<file path="config.mk">
export PLATFORM = sky130hd
export DESIGN_NAME = stopwatch_count_scan
export DESIGN_NICKNAME = d
export VERILOG_FILES = /design/src/rtl/stopwatch_count_scan.sv
export SDC_FILE = /design/constraint.sdc
export NUM_CORES = 1
export LEC_CHECK = 0
export ABC_AREA = 0
export CAP_MARGIN = 20
export CORE_MARGIN = 3
export CORE_UTILIZATION = 33
export CTS_CLUSTER_DIAMETER = 80
export CTS_CLUSTER_SIZE = 16
export DETAILED_ROUTE_END_ITERATION = 6
export SLEW_MARGIN = 10
export SYNTH_ARGS = -nofsm -noshare
export SYNTH_HDL_FRONTEND = slang
export SYNTH_SLANG_ARGS = --single-unit
</file>
<file path="constraint.sdc">
create_clock -name clk -period 2.19 [get_ports clk]
set_input_delay 0.438 -clock clk [delete_from_list [all_inputs] [get_ports clk]]
set_output_delay 0.438 -clock clk [all_outputs]
set_load 0.03 [all_outputs]
</file>
<file path="src/rtl/stopwatch_count_scan.sv">
// stopwatch_count_scan
// Four-digit BCD stopwatch (SS.hh) with start/stop/clear control and a
// time-multiplexed digit scan that feeds the seven-segment decoder.
// Optional lap/freeze feature: define STOPWATCH_LAP_EN to enable it.
// Without the macro the lap input is accepted but has no effect.
module stopwatch_count_scan #(
  parameter int TICK_DIV = 500000,
  parameter int SCAN_DIV = 50000
) (
  input  logic       clk,
  input  logic       rst,
  input  logic       start_stop,
  input  logic       clear,
  input  logic       lap,
  output logic [3:0] digit_bcd,
  output logic [3:0] anode_n,
  output logic       dp_n,
  output logic       running,
  output logic       wrap
);

  localparam int PRE_W  = $clog2(TICK_DIV);
  localparam int SCAN_W = $clog2(SCAN_DIV);
  localparam logic [PRE_W-1:0]  PRE_LAST  = PRE_W'(TICK_DIV - 1);
  localparam logic [SCAN_W-1:0] SCAN_LAST = SCAN_W'(SCAN_DIV - 1);

  typedef enum logic [1:0] {
    ST_IDLE  = 2'd0,
    ST_RUN   = 2'd1,
    ST_PAUSE = 2'd2
  } state_t;

  state_t             state_q, state_d;
  logic               ss_prev_q, lap_prev_q;
  logic               ss_edge, lap_edge;
  logic [PRE_W-1:0]   pre_q, pre_d;
  logic               tick;
  logic [3:0][3:0]    dig_q, dig_d;
  logic               wrap_d;
  logic [SCAN_W-1:0]  scan_q, scan_d;
  logic [1:0]         sel_q, sel_d;
  logic [3:0][3:0]    show;
  logic [3:0]         digit_q;
  logic [3:0]         anode_q;
  logic               dp_q;
  logic               running_q;
  logic               wrap_q;

  // Rising-edge detection on the debounced control levels.
  assign ss_edge  = start_stop & ~ss_prev_q;
  assign lap_edge = lap & ~lap_prev_q;

  // Previous-level registers for edge detection.
  always_ff @(posedge clk) begin
    if (rst) begin
      ss_prev_q  <= 1'b0;
      lap_prev_q <= 1'b0;
    end else begin
      ss_prev_q  <= start_stop;
      lap_prev_q <= lap;
    end
  end

  // FSM state register.
  always_ff @(posedge clk) begin
    if (rst) begin
      state_q <= ST_IDLE;
    end else begin
      state_q <= state_d;
    end
  end

  // FSM next state: clear dominates and swallows any same-cycle edge.
  always_comb begin
    state_d = state_q;
    if (clear) begin
      state_d = ST_IDLE;
    end else if (ss_edge) begin
      case (state_q)
        ST_IDLE:  state_d = ST_RUN;
        ST_RUN:   state_d = ST_PAUSE;
        ST_PAUSE: state_d = ST_RUN;
        default:  state_d = ST_IDLE;
      endcase
    end
  end

  // Hundredth-second tick: last prescaler count while running.
  assign tick = (state_q == ST_RUN) && (pre_q == PRE_LAST);

  // Prescaler next value: counts in RUN, holds in PAUSE so a resume finishes
  // the partial period, and restarts from zero in IDLE or on clear.
  always_comb begin
    pre_d = pre_q;
    if (clear || (state_q == ST_IDLE)) begin
      pre_d = '0;
    end else if (state_q == ST_RUN) begin
      if (tick) begin
        pre_d = '0;
      end else begin
        pre_d = pre_q + PRE_W'(1);
      end
    end
  end

  // Prescaler register.
  always_ff @(posedge clk) begin
    if (rst) begin
      pre_q <= '0;
    end else begin
      pre_q <= pre_d;
    end
  end

  // BCD ripple increment on tick; a carry out of the top digit is the wrap.
  always_comb begin
    logic carry;
    dig_d  = dig_q;
    wrap_d = 1'b0;
    carry  = tick;
    for (int i = 0; i < 4; i++) begin
      if (carry) begin
        if (dig_q[i] == 4'd9) begin
          dig_d[i] = 4'd0;
        end else begin
          dig_d[i] = dig_q[i] + 4'd1;
          carry    = 1'b0;
        end
      end
    end
    if (clear) begin
      dig_d = '0;
    end else begin
      wrap_d = carry;
    end
  end

  // Count digit registers.
  always_ff @(posedge clk) begin
    if (rst) begin
      dig_q <= '0;
    end else begin
      dig_q <= dig_d;
    end
  end

`ifdef STOPWATCH_LAP_EN
  logic            frozen_q, frozen_d;
  logic [3:0][3:0] disp_q, disp_d;

  // Lap freeze: a lap edge in RUN latches the live count for display; any lap
  // edge while frozen releases it; clear always releases it.
  always_comb begin
    frozen_d = frozen_q;
    disp_d   = disp_q;
    if (clear) begin
      frozen_d = 1'b0;
    end else if (lap_edge) begin
      if (frozen_q) begin
        frozen_d = 1'b0;
      end else if (state_q == ST_RUN) begin
        frozen_d = 1'b1;
        disp_d   = dig_q;
      end
    end
  end

  // Freeze flag and latched display digits.
  always_ff @(posedge clk) begin
    if (rst) begin
      frozen_q <= 1'b0;
      disp_q   <= '0;
    end else begin
      frozen_q <= frozen_d;
      disp_q   <= disp_d;
    end
  end

  assign show = frozen_q ? disp_q : dig_q;
`else
  logic unused_lap_edge;
  assign unused_lap_edge = lap_edge;
  assign show = dig_q;
`endif

  // Scan divider next value: free-running, advances the digit select at
  // terminal count.
  always_comb begin
    scan_d = scan_q + SCAN_W'(1);
    sel_d  = sel_q;
    if (scan_q == SCAN_LAST) begin
      scan_d = '0;
      sel_d  = sel_q + 2'd1;
    end
  end

  // Scan divider and digit select registers.
  always_ff @(posedge clk) begin
    if (rst) begin
      scan_q <= '0;
      sel_q  <= 2'd0;
    end else begin
      scan_q <= scan_d;
      sel_q  <= sel_d;
    end
  end

  // Registered outputs; anode, digit and dp are all derived from the same
  // sel_q so they switch on the same edge.
  always_ff @(posedge clk) begin
    if (rst) begin
      anode_q   <= 4'b1110;
      digit_q   <= 4'd0;
      dp_q      <= 1'b1;
      running_q <= 1'b0;
      wrap_q    <= 1'b0;
    end else begin
      anode_q   <= ~(4'b0001 << sel_q);
      digit_q   <= show[sel_q];
      dp_q      <= (sel_q != 2'd2);
      running_q <= (state_q == ST_RUN);
      wrap_q    <= wrap_d;
    end
  end

  assign digit_bcd = digit_q;
  assign anode_n   = anode_q;
  assign dp_n      = dp_q;
  assign running   = running_q;
  assign wrap      = wrap_q;

endmodule

</file>
* After elaboration in Yosys (flattened, before gate mapping) *
Cells that the tools add are included.

storage, ports and cells
  register bits after elaboration = 67
  output and inout port bits = 11
  word-level logic and storage cells = 59
  bits of input ports = 5

cells by class
  reductions and logical operators = 8
  equality and inequality tests = 9
  add/sub/neg operators = 7
  magnitude comparators = 1
  shifts and indexed selects = 1
  muxes and demuxes = 15
  bitwise operators = 4

operators with widths
  operator               count
  $mux 4                 5
  $add 19x1->19 const B  1
  $eq 19x19->1 const B   1
  $mux 19                1
  $add 16x1->16 const B  1
  $add 4x1->4 const B    4
  $eq 16x16->1 const B   1
  $eq 4x4->1 const B     4
  $bmux 4 s2             1
  $reduce_or 2->1        4
  $mux 1                 7
  $not 4->4              1
  $pmux 2 s2             1
  $shl 1x2->4 const A    1
  $lt 2x3->1 const B     1
  $reduce_or 3->1        1
  $add 2x1->2 const B    1
  $eq 2x1->1 const B     1
  $eq 2x2->1 const B     1
  $logic_not 2->1        1
  $ne 2x2->1 const B     1
  $not 1->1              2
  $and 1x1->1            1
  $logic_and 1x1->1      1
  $logic_or 1x1->1       1

* Logic depth before layout (Yosys ltp) *
Gate-level depths: netlist of the first run.

  word-level depth = 7
  gate-level depth with buffers = 8
  gate-level depth less buffers = 6

* Worst setup path after synthesis of the first run *
No wires, ideal clock.

  kind = reg-to-reg
  start point = reg pre_q[0]
  end point = reg pre_q[11]
  period minus slack after synthesis = 1.849 ns
  data arrival time = 1.735 ns
  data required time = 2.075 ns
  path buffers = 2
  setup time = 0.115 ns
  path slack = 0.341 ns
  stages on the path, launching flop included = 9
  path through = dfxtp_1 > ha_1 > nand3b_4 > nor4_4 > buf_4 > nand2_2 > nand2_2 > buf_4 > nor2_1

between the ends
  longest elaborated chain between the ends = 3
  elaborated cells between the ends (all ways) = 4
  those cells by class = 1 x add/sub; 1 x eq/ne; 1 x mux; 1 x reduce/logical

ends and longest elaborated chain
  element                                                RTL line  RTL
  start: declaration                                     36        logic [PRE_W-1:0] pre_q, pre_d;
  start signal: assignment                               111       pre_q <= pre_d;
  branches (longest 2 deep; another with $add 19x1->19)  n/a
  $mux 19 *                                              98        if (tick) begin

Mark *: on every way between the ends.
A chain may end at the register's enable or synchronous reset.

* Worst setup path in the final report of the first run *
  start point = reg pre_q[1]
  end point = reg dig_q[13] (netlist name)

between the ends
  longest elaborated chain between the ends = 5

ends and longest elaborated chain
  element                 RTL line  RTL
  $eq 19x19->1            89        assign tick = (state_q == ST_RUN) && (pre_q == PRE_LAST);
  $logic_and 1x1->1       89
  $mux 1 (3 in series)    122       if (carry) begin
  end signal: assignment  143       dig_q <= dig_d;
  end: declaration        38        logic [3:0][3:0] dig_q, dig_d;

Every way passes these cells.

==> reports/qor.csv, run 1 <==
stage,metric,value,unit
logic_synthesis,syn_area_per_cell,9.28,um2
critical_path,crit_fanout,14,
outcome,status,"finished, final reports clean",
floorplan,die_area,0.0103,mm2
drt,first_pass_iters,4,
drt,drt-total-wl,5.40,mm
critical_path,critical_path_arrival,2.32,ns
cells_and_area,final_nets,357,
logic_synthesis,synth_flop_cell,dfxtp_1,
sta,fin_crit,2.04,ns
pwr,power_density,705,mW/mm2
critical_path,worstSetupStartpointType,register,
cts,root_buffer,clkbuf_8,
hold_path,hold_class,register to register,
grt,grtUsageTotal,0.113,
sta,tns,0,ns
sta,timing.final.crit_share,0.934,
sta,fin_skew,0.0111,ns
sta,setup_slack,0.145,ns
logic_synthesis,synth_area,0.00301,mm2
floorplan,coreArea,0.00876,mm2
floorplan,fp.dieW,101,um
logic_synthesis,syn_nets,335,
placed_design,dp_cells,443,
cts,clockBufferDepth,2,
floorplan,rows,34,
cts,clock-sinks,66,
logic_synthesis,yosysWarnings,0,
drt,postRouteAntennaNets,0,
pwr,pwr-share-comb,0.021,
sta,final_max_slew_viol_count,0,
critical_path,crit_type,register to register,
cells_and_area,drive_gt1_frac,0.103,
logic_synthesis,ys_async_sr_fraction,0,
logic_synthesis,synth_area_leaders,"dfxtp_1, xor2_1, nor2_1",
cts,cts.clk_slew.worst_paths,0.07,ns
drt,drc,0,
sta,setup_viol,0,
sta,final_hold_viol_count,0,
placed_design,gp_congestion,0.764,
drt,vias,2171,
cells_and_area,stdcell_count,459,
sta,worstMarginPinSlew,0.550,ns
logic_synthesis,synth_edf_count,0,
logic_synthesis,synth_commonest_cells,"dfxtp_1, nor2_1, xor2_1",
pwr,netSwitchingFraction,0.202,
cts,postCtsSetupBuffers,0,
grt,grt_max_degree,18,
placed_design,pre_cts_ws,0.170,ns
cts,numCtsBuffers,9,
sta,maxSlewHeadroom,0.631,
pwr,vdd_drop_max,0.000323,V
grt,antenna_found_initial,0,
pwr,p_int,1.99,mW
cts,tritoncts,yes,
flow_run,drv_cap,0,
cts,worstSkewPairLatency,0.34,ns
floorplan,pin_count,16,
logic_synthesis,ys_seq_area_frac,0.440,
logic_synthesis,synth_cells,324,
logic_synthesis,synth.most_common_cell,dfxtp_1,
grt,grt_overflow,0,
cells_and_area,antenna_cells,0,
critical_path,end_kind,register,
pwr,power_frac_seq,0.486,
floorplan,initial_core_util,0.343,
grt,grt_pass1_wl,9.24,mm
placed_design,numPortBuffers,14,
logic_synthesis,synth_cell_types,43,
logic_synthesis,yosys_register_bits,66,
cts,cts_max_level,3,
cts,ctsResizeCount,0,
pwr,power.switching,0.503,mW
logic_synthesis,synth_top_area_cell,dfxtp_1,
sta,whs,0.446,ns
placed_design,dpl.hpwl,3.86,mm
drt,wl_per_cell,11.8,um
critical_path,crit_required,2.47,ns
logic_synthesis,synth_top_cell_area_share,0.440,
cells_and_area,area_growth,17.7,%
critical_path,r2r_slack,0.15,ns
grt,grt_pass1_vias,1966,
pwr,leakage,1.28,nW
sta,rsz0062_at_grt,false,
cells_and_area,final_util,0.404,
floorplan,die_h,101,um
sta,fmax,489,MHz
drt,viasPerCell,4.73,
drt,drtIter0Drc,53,
pwr,p_clk_frac,0.492,
cts,hold_buffers,0,
## kinds of logic after synthesis
logic type	synth area share
simple gates	0.312
xor+xnor	0.117
mux	0.0466
compound gates	0.0333
flops	0.440
buf+inv	0.0266
fa+ha+maj	0.0250
## flip-flops by register name (all words and copies together), names as in the netlist
signal / flops
anode_n: 4
dig_q: 16
digit_bcd: 4
pre_q: 19
running: 1
scan_q: 16
sel_q: 2
ss_prev_q: 1
state_q: 2
wrap: 1
## stage by stage
stage / power, mW / area, um2
floorplan: 1.27 / 3010
global placement: 1.30 / 3300
detailed placement: 1.30 / 3300
CTS: 2.54 / 3540
global route: 2.58 / 3540
finish: 2.49 / 3540
## cell usage in the layout (no fill, tap or decap), types with 2 or more instances in the layout
master	netlist	final
nor4_1	3	3
a41o_1	2	2
a31oi_1	2	2
nor2_1	58	58
nand3_1	15	15
nand2_2	2	2
o21ai_0	3	3
clkbuf_8	0	9
nand2_1	22	22
mux2i_1	5	5
clkdlybuf4s50_1	0	14
dfxtp_1	66	66
nor3b_1	2	2
nor3_1	4	4
nand2b_1	4	4
and4_1	4	4
ha_1	6	6
xnor2_1	12	12
clkinv_4	0	2
or3_1	5	5
and3_1	3	3
nor2b_1	16	16
bufinv_16	0	3
inv_1	6	6
nand3b_1	3	3
mux4_2	4	4
buf_4	4	7
nand4_1	15	15
xor2_1	28	28
nand4bb_1	2	2
a21oi_1	7	7
## critical path, cell delays in order, from the launching register on
cell,delay [ns]
dfxtp_1,0.42
ha_1,0.28
nand3b_4,0.13
nor4_4,0.33
buf_12,0.18
nand4b_4,0.13
or3_1,0.38
a21oi_2,0.13
## power by group through the flow
| stage | clock [mW] | combinational [mW] | sequential (mW) |
|---|---|---|---|
| detailed placement | 0 | 0.0545 | 1.24 |
| floorplan | 0 | 0.0314 | 1.24 |
| CTS | 1.27 | 0.0548 | 1.21 |
| global route | 1.31 | 0.0593 | 1.21 |
| global placement | 0 | 0.0546 | 1.24 |
| finish | 1.23 | 0.0533 | 1.21 |
## per-layer routing
metal,vias up,track usage,share of wire
met5,-,0,0
met2,18,0.176,0.45
met1,996,0.148,0.51
met4,0,0.0245,0.0065
met3,4,0.0475,0.035
li1,1153,-,-
## worst paths after layout
path,start,to,depth (start not counted)
worst max-delay path,pre_q[1],dig_q[13],7
worst min-delay path,scan_q[0],scan_q[0],1
worst max register to register,pre_q[1],dig_q[13],7
worst min register to register,scan_q[0],scan_q[0],1
## final cells by class
class | instances | area, um2
well taps | 108 | 135
repair buffers | 22 | 213
clock buffers | 10 | 128
fillers | 861 | 5230
inverters | 6 | 22.5
multi-input cells | 241 | 1600
flip-flops and latches | 66 | 1320
clock inverters | 6 | 115
(Power assumes the default switching activity.)
==> inputs of run 2 (changes only) <==
- ABC_AREA: 0 -> not set
- CORE_UTILIZATION: 33 -> 45
==> reports/qor.csv, run 2 (same netlist as run 1, synthesis figures left out) <==
stage,metric,value,unit,change
sta,whs,0.452,ns,was 0.446 ns
sta,tns,0,ns,unchanged
floorplan,pin_count,16,,unchanged
drt,postRouteAntennaNets,0,,unchanged
floorplan,coreArea,0.00642,mm2,was 0.00876 mm2
grt,grt_overflow,0,,unchanged
cts,clock-sinks,66,,unchanged
cts,clockBufferDepth,2,,unchanged
cells_and_area,reg_top3,"pre_q x19, dig_q x16, scan_q x16",,unchanged
critical_path,critical_path_arrival,2.31,ns,was 2.32 ns
pwr,power_frac_seq,0.535,,was 0.486
drt,drt-total-wl,5.54,mm,was 5.40 mm
cts,hold_buffers,0,,unchanged
critical_path,crit_fanout,14,,unchanged
floorplan,die_h,87.7,um,was 101 um
cells_and_area,regMostFlops,pre_q,,unchanged
grt,grt_pass1_vias,2038,,was 1966
pwr,power.switching,0.506,mW,was 0.503 mW
grt,grt_max_degree,22,,was 18
placed_design,gp_congestion,0.774,,was 0.764
sta,fmax,493,MHz,was 489 MHz
critical_path,r2r_cells,7,,unchanged
hold_path,whs_path_depth,1,,unchanged
floorplan,initial_core_util,0.468,,was 0.343
pwr,netSwitchingFraction,0.223,,was 0.202
sta,timing.final.crit_share,0.926,,was 0.934
cells_and_area,ff_latch_area,0.00132,mm2,unchanged
sta,rsz0062_at_grt,false,,unchanged
cts,ctsResizeCount,0,,unchanged
pwr,leakage,1.27,nW,was 1.28 nW
pwr,p_clk_frac,0.440,,was 0.492
cts,tritoncts,yes,,unchanged
placed_design,dp_cells,413,,was 443
critical_path,slowest_stage,dfxtp_1,,unchanged
sta,final_hold_viol_count,0,,unchanged
cells_and_area,drive_gt1_frac,0.105,,was 0.103
sta,maxSlewHeadroom,0.569,,was 0.631
cells_and_area,largest_register_ff_count,19,,unchanged
hold_path,hold_class,register to register,,unchanged
sta,fin_skew,0.00641,ns,was 0.0111 ns
grt,antenna_found_initial,0,,unchanged
cells_and_area,final_common_cell,dfxtp_1,,unchanged
critical_path,worstSetupStartpointType,register,,unchanged
floorplan,die_area,0.00769,mm2,was 0.0103 mm2
cts,numCtsBuffers,9,,unchanged
pwr,pwr-share-comb,0.024,,was 0.021
cells_and_area,layout_common_cells,"dfxtp_1, nor2_1, xor2_1",,unchanged
sta,fin_crit,2.03,ns,was 2.04 ns
drt,first_pass_iters,4,,unchanged
floorplan,fp.dieW,87.7,um,was 101 um
cells_and_area,antenna_cells,0,,unchanged
sta,worstMarginPinSlew,0.641,ns,was 0.550 ns
cells_and_area,final_util,0.541,,was 0.404
critical_path,crit_required,2.47,ns,about the same
cts,cts.clk_slew.worst_paths,0.07,ns,about the same
pwr,vdd_drop_max,0.000368,V,was 0.000323 V
sta,setup_slack,0.162,ns,was 0.145 ns
cells_and_area,stdcell_count,429,,was 459
drt,drtIter0Drc,67,,was 53
cells_and_area,fillers,598,,was 861
pwr,p_int,1.76,mW,was 1.99 mW
pwr,power_density,653,mW/mm2,was 705 mW/mm2
drt,vias,2225,,was 2171
critical_path,end_kind,register,,unchanged
critical_path,cp_cell_sequence,"ha_1, nand3b_4, nor4_4, buf_12, nand4b_4, or3_1, a21oi_2",,unchanged
grt,grt_pass1_wl,9.69,mm,was 9.24 mm
cts,postCtsSetupBuffers,0,,unchanged
placed_design,dpl.hpwl,3.86,mm,about the same
cts,root_buffer,clkbuf_8,,unchanged
cts,cts_max_level,3,,unchanged
drt,viasPerCell,5.19,,was 4.73
sta,final_max_slew_viol_count,0,,unchanged
cells_and_area,final_nets,358,,was 357
flow_run,drv_cap,0,,unchanged
cells_and_area,multi_input_area,0.00160,mm2,unchanged
placed_design,numPortBuffers,14,,unchanged
outcome,status,"finished, final reports clean",,unchanged
sta,setup_viol,0,,unchanged
placed_design,pre_cts_ws,0.173,ns,was 0.170 ns
floorplan,rows,29,,was 34
cts,worstSkewPairLatency,0.34,ns,about the same
drt,wl_per_cell,12.9,um,was 11.8 um
critical_path,crit_type,register to register,,unchanged
grt,grtUsageTotal,0.163,,was 0.113
cells_and_area,area_growth,15.5,%,was 17.7%
drt,drc,0,,unchanged
critical_path,slowest_delay,0.40,ns,was 0.42 ns
[run 2: worst paths after layout]
path	start	to	slack [ns]
setup / recovery	pre_q[1]	dig_q[13]	0.16
hold / removal	scan_q[0]	scan_q[0]	0.45
setup reg to reg	pre_q[1]	dig_q[13]	0.16
hold reg to reg	scan_q[0]	scan_q[0]	0.45
[run 2: power groups by stage]
stage	clock network [mW]	logic (mW)	registers, mW
floorplan	0	0.0314	1.24
global placement	0	0.0567	1.24
detailed placement	0	0.0568	1.24
CTS	1.03	0.0569	1.21
global route	1.09	0.0623	1.21
finish	0.997	0.0555	1.21
[run 2: cell type report]
class,instances,share of cell area
Tap cell,77,0.0277
Clock buffer,10,0.0368
Clock inverter,6,0.0195
Timing Repair Buffer,23,0.0670
Multi-Input combinational cell,241,0.462
Sequential cell,66,0.381
Inverter,6,0.00649
[run 2: per-layer routing]
layer	up-vias	share of wire	track usage
li1	1155	-	-
met1	1044	0.49	0.211
met2	17	0.47	0.251
met3	9	0.024	0.0508
met4	0	0.019	0.0711
met5	-	0	0
[run 2: through the flow]
| step | instance area, um2 | power [mW] |
|---|---|---|
| CTS | 3470 | 2.30 |
| global placement | 3280 | 1.30 |
| detailed placement | 3280 | 1.30 |
| finish | 3470 | 2.27 |
| global route | 3470 | 2.36 |
| floorplan | 3010 | 1.27 |
[run 2: worst max-delay path: cells and delay by family, from the launching register on]
kind	cells	cell delay, ns
compound gates	1	0.13
flops	1	0.40
fa+ha+maj	1	0.26
buf+inv	1	0.19
simple gates	4	0.99
==> inputs of run 3 (changes only) <==
- GPL_ROUTABILITY_DRIVEN: not set -> 0
==> results of run 3 <==
Same layout as run 2: the final DEF is identical, and so are final timing and power.
